[src/rtl/fifo_rd_packer_if.sv]
// Purpose: bundles the show-ahead FIFO read port, the flush request and the
//          packed valid/ready output of fifo_rd_packer into one port.
// Ports:   rdata/rempty/rinc  FIFO read side (rinc pops on the rclk edge)
//          flush              level request to emit a partial packed word
//          pdata/pcount/pvalid/pready  packed word output handshake
// Modports: master = packer side, slave = FIFO/downstream environment side.
interface fifo_rd_packer_if #(
   parameter int DSIZE = 8,
   parameter int RATIO = 4
);
   localparam int CW = $clog2(RATIO) + 1;

   logic [DSIZE-1:0]       rdata;
   logic                   rempty;
   logic                   rinc;
   logic                   flush;
   logic [DSIZE*RATIO-1:0] pdata;
   logic [CW-1:0]          pcount;
   logic                   pvalid;
   logic                   pready;

   modport master (
      input  rdata, rempty, flush, pready,
      output rinc, pdata, pcount, pvalid
   );

   modport slave (
      output rdata, rempty, flush, pready,
      input  rinc, pdata, pcount, pvalid
   );
endinterface

[src/rtl/fifo_rd_packer.sv]
// Purpose: pops DSIZE-bit words from a show-ahead FIFO and packs RATIO of them into one wide word.
// Latency: pvalid rises on the same edge that pops the RATIO-th word (or on the flush edge).
// Backpressure: keeps popping until only the final lane is missing, then stalls with that word left in the FIFO.
//
// Ports:
//   rclk        read-domain clock, all state updates on the rising edge
//   rrst        synchronous active-high reset; also forces rinc low
//   pk.rdata    FIFO head word (valid while rempty=0)
//   pk.rempty   FIFO empty flag
//   pk.rinc     pop strobe
//   pk.flush    level request to emit the current partial word
//   pk.pdata    packed word, lane k = pdata[k*DSIZE +: DSIZE]
//   pk.pcount   number of valid lanes in pdata (1..RATIO)
//   pk.pvalid   pdata/pcount valid
//   pk.pready   downstream accepts on an edge with pvalid && pready
module fifo_rd_packer #(
   parameter int DSIZE     = 8,
   parameter int RATIO     = 4,
   parameter bit LSB_FIRST = 1'b1
) (
   input  logic             rclk,
   input  logic             rrst,
   fifo_rd_packer_if.master pk
);
   localparam int            CW   = $clog2(RATIO) + 1;
   localparam int            WW   = DSIZE * RATIO;
   localparam logic [CW-1:0] LAST = CW'(RATIO - 1);
   localparam logic [CW-1:0] FULL = CW'(RATIO);

   logic [WW-1:0] acc;
   logic [WW-1:0] acc_merged;
   logic [WW-1:0] pdata_q;
   logic [CW-1:0] cnt;
   logic [CW-1:0] pcount_q;
   logic [CW-1:0] lane_idx;
   logic          pvalid_q;
   logic          slot_free;
   logic          pop;
   logic          complete;
   logic          flush_go;

   // Output register is empty, or it is being drained on this edge.
   assign slot_free = !pvalid_q || pk.pready;

   // The last lane may only be popped when the finished word has somewhere
   // to go; earlier lanes keep filling even under backpressure.
   assign pop      = !rrst && !pk.rempty && !pk.flush && ((cnt != LAST) || slot_free);
   assign complete = pop && (cnt == LAST);
   assign flush_go = pk.flush && (cnt != '0) && slot_free;

   assign lane_idx = LSB_FIRST ? cnt : (LAST - cnt);

   // Accumulator with the FIFO head word written into the current lane.
   always_comb begin
      acc_merged = acc;
      for (int k = 0; k < RATIO; k++) begin
         if (lane_idx == CW'(k)) begin
            acc_merged[k*DSIZE +: DSIZE] = pk.rdata;
         end
      end
   end

   always_ff @(posedge rclk) begin
      if (rrst) begin
         acc      <= '0;
         cnt      <= '0;
         pdata_q  <= '0;
         pcount_q <= '0;
         pvalid_q <= 1'b0;
      end else if (complete) begin
         // Loading while draining keeps pvalid high: zero-bubble handoff.
         pdata_q  <= acc_merged;
         pcount_q <= FULL;
         pvalid_q <= 1'b1;
         acc      <= '0;
         cnt      <= '0;
      end else if (flush_go) begin
         // Unfilled lanes are already zero because acc is cleared on every emit.
         pdata_q  <= acc;
         pcount_q <= cnt;
         pvalid_q <= 1'b1;
         acc      <= '0;
         cnt      <= '0;
      end else begin
         if (pop) begin
            acc <= acc_merged;
            cnt <= cnt + CW'(1);
         end
         if (pvalid_q && pk.pready) begin
            pvalid_q <= 1'b0;
         end
      end
   end

   assign pk.rinc   = pop;
   assign pk.pdata  = pdata_q;
   assign pk.pcount = pcount_q;
   assign pk.pvalid = pvalid_q;
endmodule

[src/flat_wrapper.sv]
// flat-port wrapper written by rule: the top's interface ports become plain ports
module fifo_rd_packer_flat 
#(
   parameter int DSIZE     = 8,
   parameter int RATIO     = 4,
   parameter bit LSB_FIRST = 1'b1
)
  (rclk, rrst, pk_rdata, pk_rempty, pk_flush, pk_pready, pk_rinc, pk_pdata, pk_pcount, pk_pvalid);
  fifo_rd_packer_if #(.DSIZE(DSIZE), .RATIO(RATIO)) pk_i ();
  input  logic rclk;
  input  logic rrst;
  input wire logic [$bits(pk_i.rdata)-1:0] pk_rdata;
  input wire logic [$bits(pk_i.rempty)-1:0] pk_rempty;
  input wire logic [$bits(pk_i.flush)-1:0] pk_flush;
  input wire logic [$bits(pk_i.pready)-1:0] pk_pready;
  output wire logic [$bits(pk_i.rinc)-1:0] pk_rinc;
  output wire logic [$bits(pk_i.pdata)-1:0] pk_pdata;
  output wire logic [$bits(pk_i.pcount)-1:0] pk_pcount;
  output wire logic [$bits(pk_i.pvalid)-1:0] pk_pvalid;
  assign pk_i.rdata = pk_rdata;
  assign pk_i.rempty = pk_rempty;
  assign pk_i.flush = pk_flush;
  assign pk_i.pready = pk_pready;
  assign pk_rinc = pk_i.rinc;
  assign pk_pdata = pk_i.pdata;
  assign pk_pcount = pk_i.pcount;
  assign pk_pvalid = pk_i.pvalid;
  fifo_rd_packer #(.DSIZE(DSIZE), .RATIO(RATIO), .LSB_FIRST(LSB_FIRST)) u_core (.rclk(rclk), .rrst(rrst), .pk(pk_i));
endmodule
[config.mk]
export PLATFORM = sky130hd
export DESIGN_NAME = fifo_rd_packer_flat
export DESIGN_NICKNAME = d
export VERILOG_FILES = /design/src/rtl/fifo_rd_packer_if.sv /design/src/rtl/fifo_rd_packer.sv /design/src/flat_wrapper.sv
export SDC_FILE = /design/constraint.sdc
export NUM_CORES = 1
export LEC_CHECK = 0
export CAP_MARGIN = 10
export CORE_MARGIN = 2
export CORE_UTILIZATION = 35
export DETAILED_ROUTE_END_ITERATION = 10
export HOLD_SLACK_MARGIN = 0.08
export MAX_ROUTING_LAYER = met4
export PLACE_DENSITY = 0.65
export SYNTH_ARGS = -nofsm -noshare
export SYNTH_HDL_FRONTEND = slang
export SYNTH_SLANG_ARGS = --single-unit
[constraint.sdc]
create_clock -name rclk -period 2.3 [get_ports rclk]
set_input_delay 0.46 -clock rclk [delete_from_list [all_inputs] [get_ports rclk]]
set_output_delay 0.46 -clock rclk [all_outputs]
set_load 0.05 [all_outputs]
* After elaboration in Yosys (flattened, before gate mapping)
Index checks and enable logic that the tools add are counted.
** Operators by class
- Equality and inequality tests :: 4
- $add $sub $neg :: 1
- Reductions and logical operators :: 19
- Muxes and demuxes :: 11
** Operators with widths (number)
- 32-bit 2-to-1 mux :: 2
- 8-bit 2-to-1 mux :: 4
- 1-bit logical AND :: 7
- 3-bit by 2-bit == test with 1-bit output, second input constant :: 2
- 3-bit 2-to-1 mux :: 2
- 3-bit nonzero test :: 2
- 1-bit zero test :: 4
- 3-bit by 1-bit adder with 3-bit output, second input constant :: 1
- 3-bit by 1-bit == test with 1-bit output, second input constant :: 1
- 3-bit zero test :: 1
- 1-bit 2-to-1 mux :: 3
- 3-bit by 2-bit != test with 1-bit output, second input constant :: 1
- 3-bit OR reduction :: 1
- 1-bit logical OR :: 2
- 2-bit nonzero test :: 1
- 2-bit OR reduction :: 1
** Word-level totals
- Register bits :: 71
- Output and inout port bits :: 37

* Depth between registers and ports, before layout
- Depth after elaboration :: 6
- Mapped depth :: 10
- Depth with buffers taken out :: 6

* Worst setup path before layout
No wires, ideal clock.
- Path type :: reg2out
- Start point :: register u_core.pvalid_q, in the netlist u_core.pk.pvalid
- End point :: output pk_rinc
- Stages on the path, launching flop included :: 6
- Arrival time :: 1.881 ns
- Path buffers :: 2
- Required time :: 1.840 ns
- Path slack :: -0.041 ns
- Path through :: dfxtp_1 -> nor2b_1 -> a21o_4 -> buf_2 -> clkbuf_1 -> inv_1
** Between the ends
- Longest elaborated chain between the ends :: 4
** RTL lines
- from (decl) :: line fifo_rd_packer.sv:36 : logic pvalid_q;
- from (signal assigned) :: line fifo_rd_packer.sv:69 : pvalid_q <= 1'b0;
- from (signal assigned) :: line fifo_rd_packer.sv:74 : pvalid_q <= 1'b1;
- from (signal assigned) :: line fifo_rd_packer.sv:81 : pvalid_q <= 1'b1;
- 1-bit zero test :: line fifo_rd_packer.sv:43 : assign slot_free = !pvalid_q || pk.pready;
- 1-bit logical OR :: line fifo_rd_packer.sv:43
- 1-bit logical OR :: line fifo_rd_packer.sv:47 : assign pop = !rrst && !pk.rempty && !pk.flush && ((cnt != LAST) || slot_free);
- 1-bit logical AND :: line fifo_rd_packer.sv:47
- to (decl) :: line flat_wrapper.sv:16 : output wire logic [$bits(pk_i.rinc)-1:0] pk_rinc;
No other way between the ends.

* Worst setup path after layout
- Start point :: input rrst
- End point :: output pk_rinc
** Between the ends
- Longest elaborated chain between the ends :: 4
** RTL lines
- from (decl) :: line flat_wrapper.sv:11 : input logic rrst;
- 1-bit zero test :: line fifo_rd_packer.sv:47
- 1-bit logical AND (3 in a row) :: line fifo_rd_packer.sv:47
No other way between the ends.

==> qor.yml <==
status:
  status: "finished clean"
die:
  rows: 34
  core_sq_um: 8810
  start_util: 0.363
  io_pins: 50
  fp.dieArea_sq_um: 9910
  die_x_um: 99.5
  die_y_um: 99.5
logic_synthesis:
  synth.area.top_cells: "dfxtp_1, nand2_1, mux2i_1"
  synthCells: 368
  ys_seq_area_frac: 0.445
  yosys.area_share.simple: 0.241
  yosys.area_share.adder: 0.0196
  synth-compound-area-share: 0.154
  synth_seq_cells: 71
  synth_warnings: 0
  synthMuxAreaShare: 0.0815
  synth_top_family_by_area: "simple AND/OR/NAND/NOR gates"
  syn_nets: 386
  synth_cell_types: 26
  synth-xor-area-share: 0
  synthArstFlopShare: 0
  yosysMostFrequentCell: "nand2_1"
  synth_edf_count: 0
  yosysTopAreaCell: "dfxtp_1"
  synth_common_cells: "nand2_1, dfxtp_1, a21oi_1"
  synth_area_per_cell_sq_um: 8.68
  synth_top_area_frac: 0.445
  synthFlopType: "dfxtp_1"
  syn-cell-area_sq_um: 3190
pwr:
  peakVddDrop_mv: 0.281
  leakage_nw: 1.40
  p_per_area_nw_per_um2: 626
clocking:
  cts.clk_slew.worst_paths_ns: 0.07
  cts_setup_buffers: 0
  h-tree-depth: 3
  cts_sinks: 71
  clkLatencyLatePin_ns: 0.35
  root_buffer: "clkbuf_8"
  cts_tree: "yes"
  clockBufferDepth: 2
  cts-buffers-inserted: 9
placement:
  placed_area_sq_um: 3850
  detailed_place_hpwl_um: 5260
  io_buffer_count: 49
  gp_congestion: 0.796
sta:
  setup_violations: 0
  final_hold_viol_count: 0
  slew_headroom: 0.594
  max_freq_ghz: 0.447
  fin_setup_tns_ns: 0
  fin_skew_ns: 0.00796
  maxSlewViolCount: 0
  rsz0062_at_grt: "no"
  post-route-period-util: 0.972
  finalCriticalPeriod_ns: 2.23
  tightest_slew_ns: 0.606
worst_setup_path:
  critPathRequiredTime_ns: 1.84
  critical_path_class: "in2out"
  cp-start-kind: "primary input"
  arrival_ns: 1.77
  reg2reg_slack_ns: 0.41
  endpoint_kind: "primary output"
  path_max_fanout: 11
drt:
  avgRoutedWirePerCell_um: 15.2
  wirelength_um: 8040
  drc: 0
  via_per_inst: 5.18
  vias: 2745
  dr.pass1.iters: 4
  dr.first_iter.drc_count: 124
  ant_nets: 0
global_routing:
  antenna_found_initial: 0
  grt_pass1_wl_um: 13000
  gr-total-overflow: 0
  grt_max_degree: 39
  grt_pass1_vias: 2604
  grtUsageTotal: 0.174
hold_path:
  hold_path.class: "reg2reg"
final_layout:
  design_area_sq_um: 4080
  final_nets: 435
  drive_above_1_share: 0.104
  nFillCells: 849
  syn2layout_area_growth_pct: 27.8
  n_antenna_cell: 0
flow_run:
  drv_cap: 0
critical path: stages:
cell             delay, ns
clkdlybuf4s50_1       0.44
or3_4                 0.40
a21o_4                0.26
inv_2                 0.08
buf_12                0.13
through the flow:
| stage | util | std cells | hold slack (ns) | worst slack [ns] | power, mW |
|---|---|---|---|---|---|
| floorplan | - | 368 | 0.430 | 0.0929 | 1.37 |
| global placement | 0.437 | 514 | 0.442 | 0.0381 | 1.45 |
| detailed placement | 0.437 | 514 | 0.444 | -0.00590 | 1.45 |
| CTS | 0.463 | 530 | 0.466 | 0.00529 | 2.58 |
| global route | 0.463 | 530 | 0.485 | 0.0192 | 2.64 |
| finish | 0.463 | 530 | 0.464 | 0.0651 | 2.56 |
logic make-up (layout without fill, tap and decap cells):
logic type,Yosys count,after routing
and+or+nand+nor,158,158
DFF,71,71
adders and majority gates,5,5
muxes,26,26
buffers and inverters,37,91
AOI/OAI and AO/OA,71,71
registers in the layout, indices dropped and copies added, names as in the netlist:
name,cells
u_core.pk.pcount,3
u_core.pk.pdata,32
u_core.cnt,3
u_core.acc,32
u_core.pk.pvalid,1
layout by cell type, fill, tap and decap left out, drive strengths merged:
master,count
nor3b,1
dfxtp,71
clkinv,1
mux2i,26
and3,1
bufinv,2
nor2,11
or3,26
ha,5
o31ai,1
clkbuf,13
nand2,72
buf,22
nand2b,2
inv,5
nor3,7
a31oi,2
a2bb2oi,8
and2,24
a21o,1
nand3,10
a21oi,35
a311oi,24
nor2b,4
clkdlybuf4s50,48
routing by layer:
metal | track usage | share of wire | up-vias
met5 | - | 0 | -
li1 | - | - | 1380
met3 | 0.0499 | 0.048 | 14
met4 | 0.0601 | 0.021 | 0
met2 | 0.255 | 0.45 | 58
met1 | 0.231 | 0.48 | 1293
worst paths after layout:
path	startpoint	to	cells past startpoint
setup / recovery	rrst	pk_rinc	5
hold / removal	u_core.acc[29]	u_core.acc[29]	1
setup reg to reg	u_core.cnt[0]	u_core.pk.pdata[11]	7
hold reg to reg	u_core.acc[29]	u_core.acc[29]	1
report_power, final:
group / switching, mW / internal, mW
Clock: 0.462 / 0.670
Combinational: 0.105 / 0.0756
Sequential: 0.00662 / 1.24
Total: 0.573 / 1.98
cell type report:
type                    instances  area [sq um]  share of cell area
clock inverters                 3          65.1              0.0159
flip-flops and latches         71          1420               0.349
clock buffers                  13           159              0.0389
repair buffers                 70           683               0.167
inverters                       5          18.8             0.00460
multi-input cells             260          1600               0.391
well taps                     108           135              0.0331
repair_timing:
item / CTS / global route
setup endpoints to repair: 0 / 17
hold buffers: 0 / 0
resized for setup: 0 / 4
No activity file was read; power rests on OpenSTA's default activity.
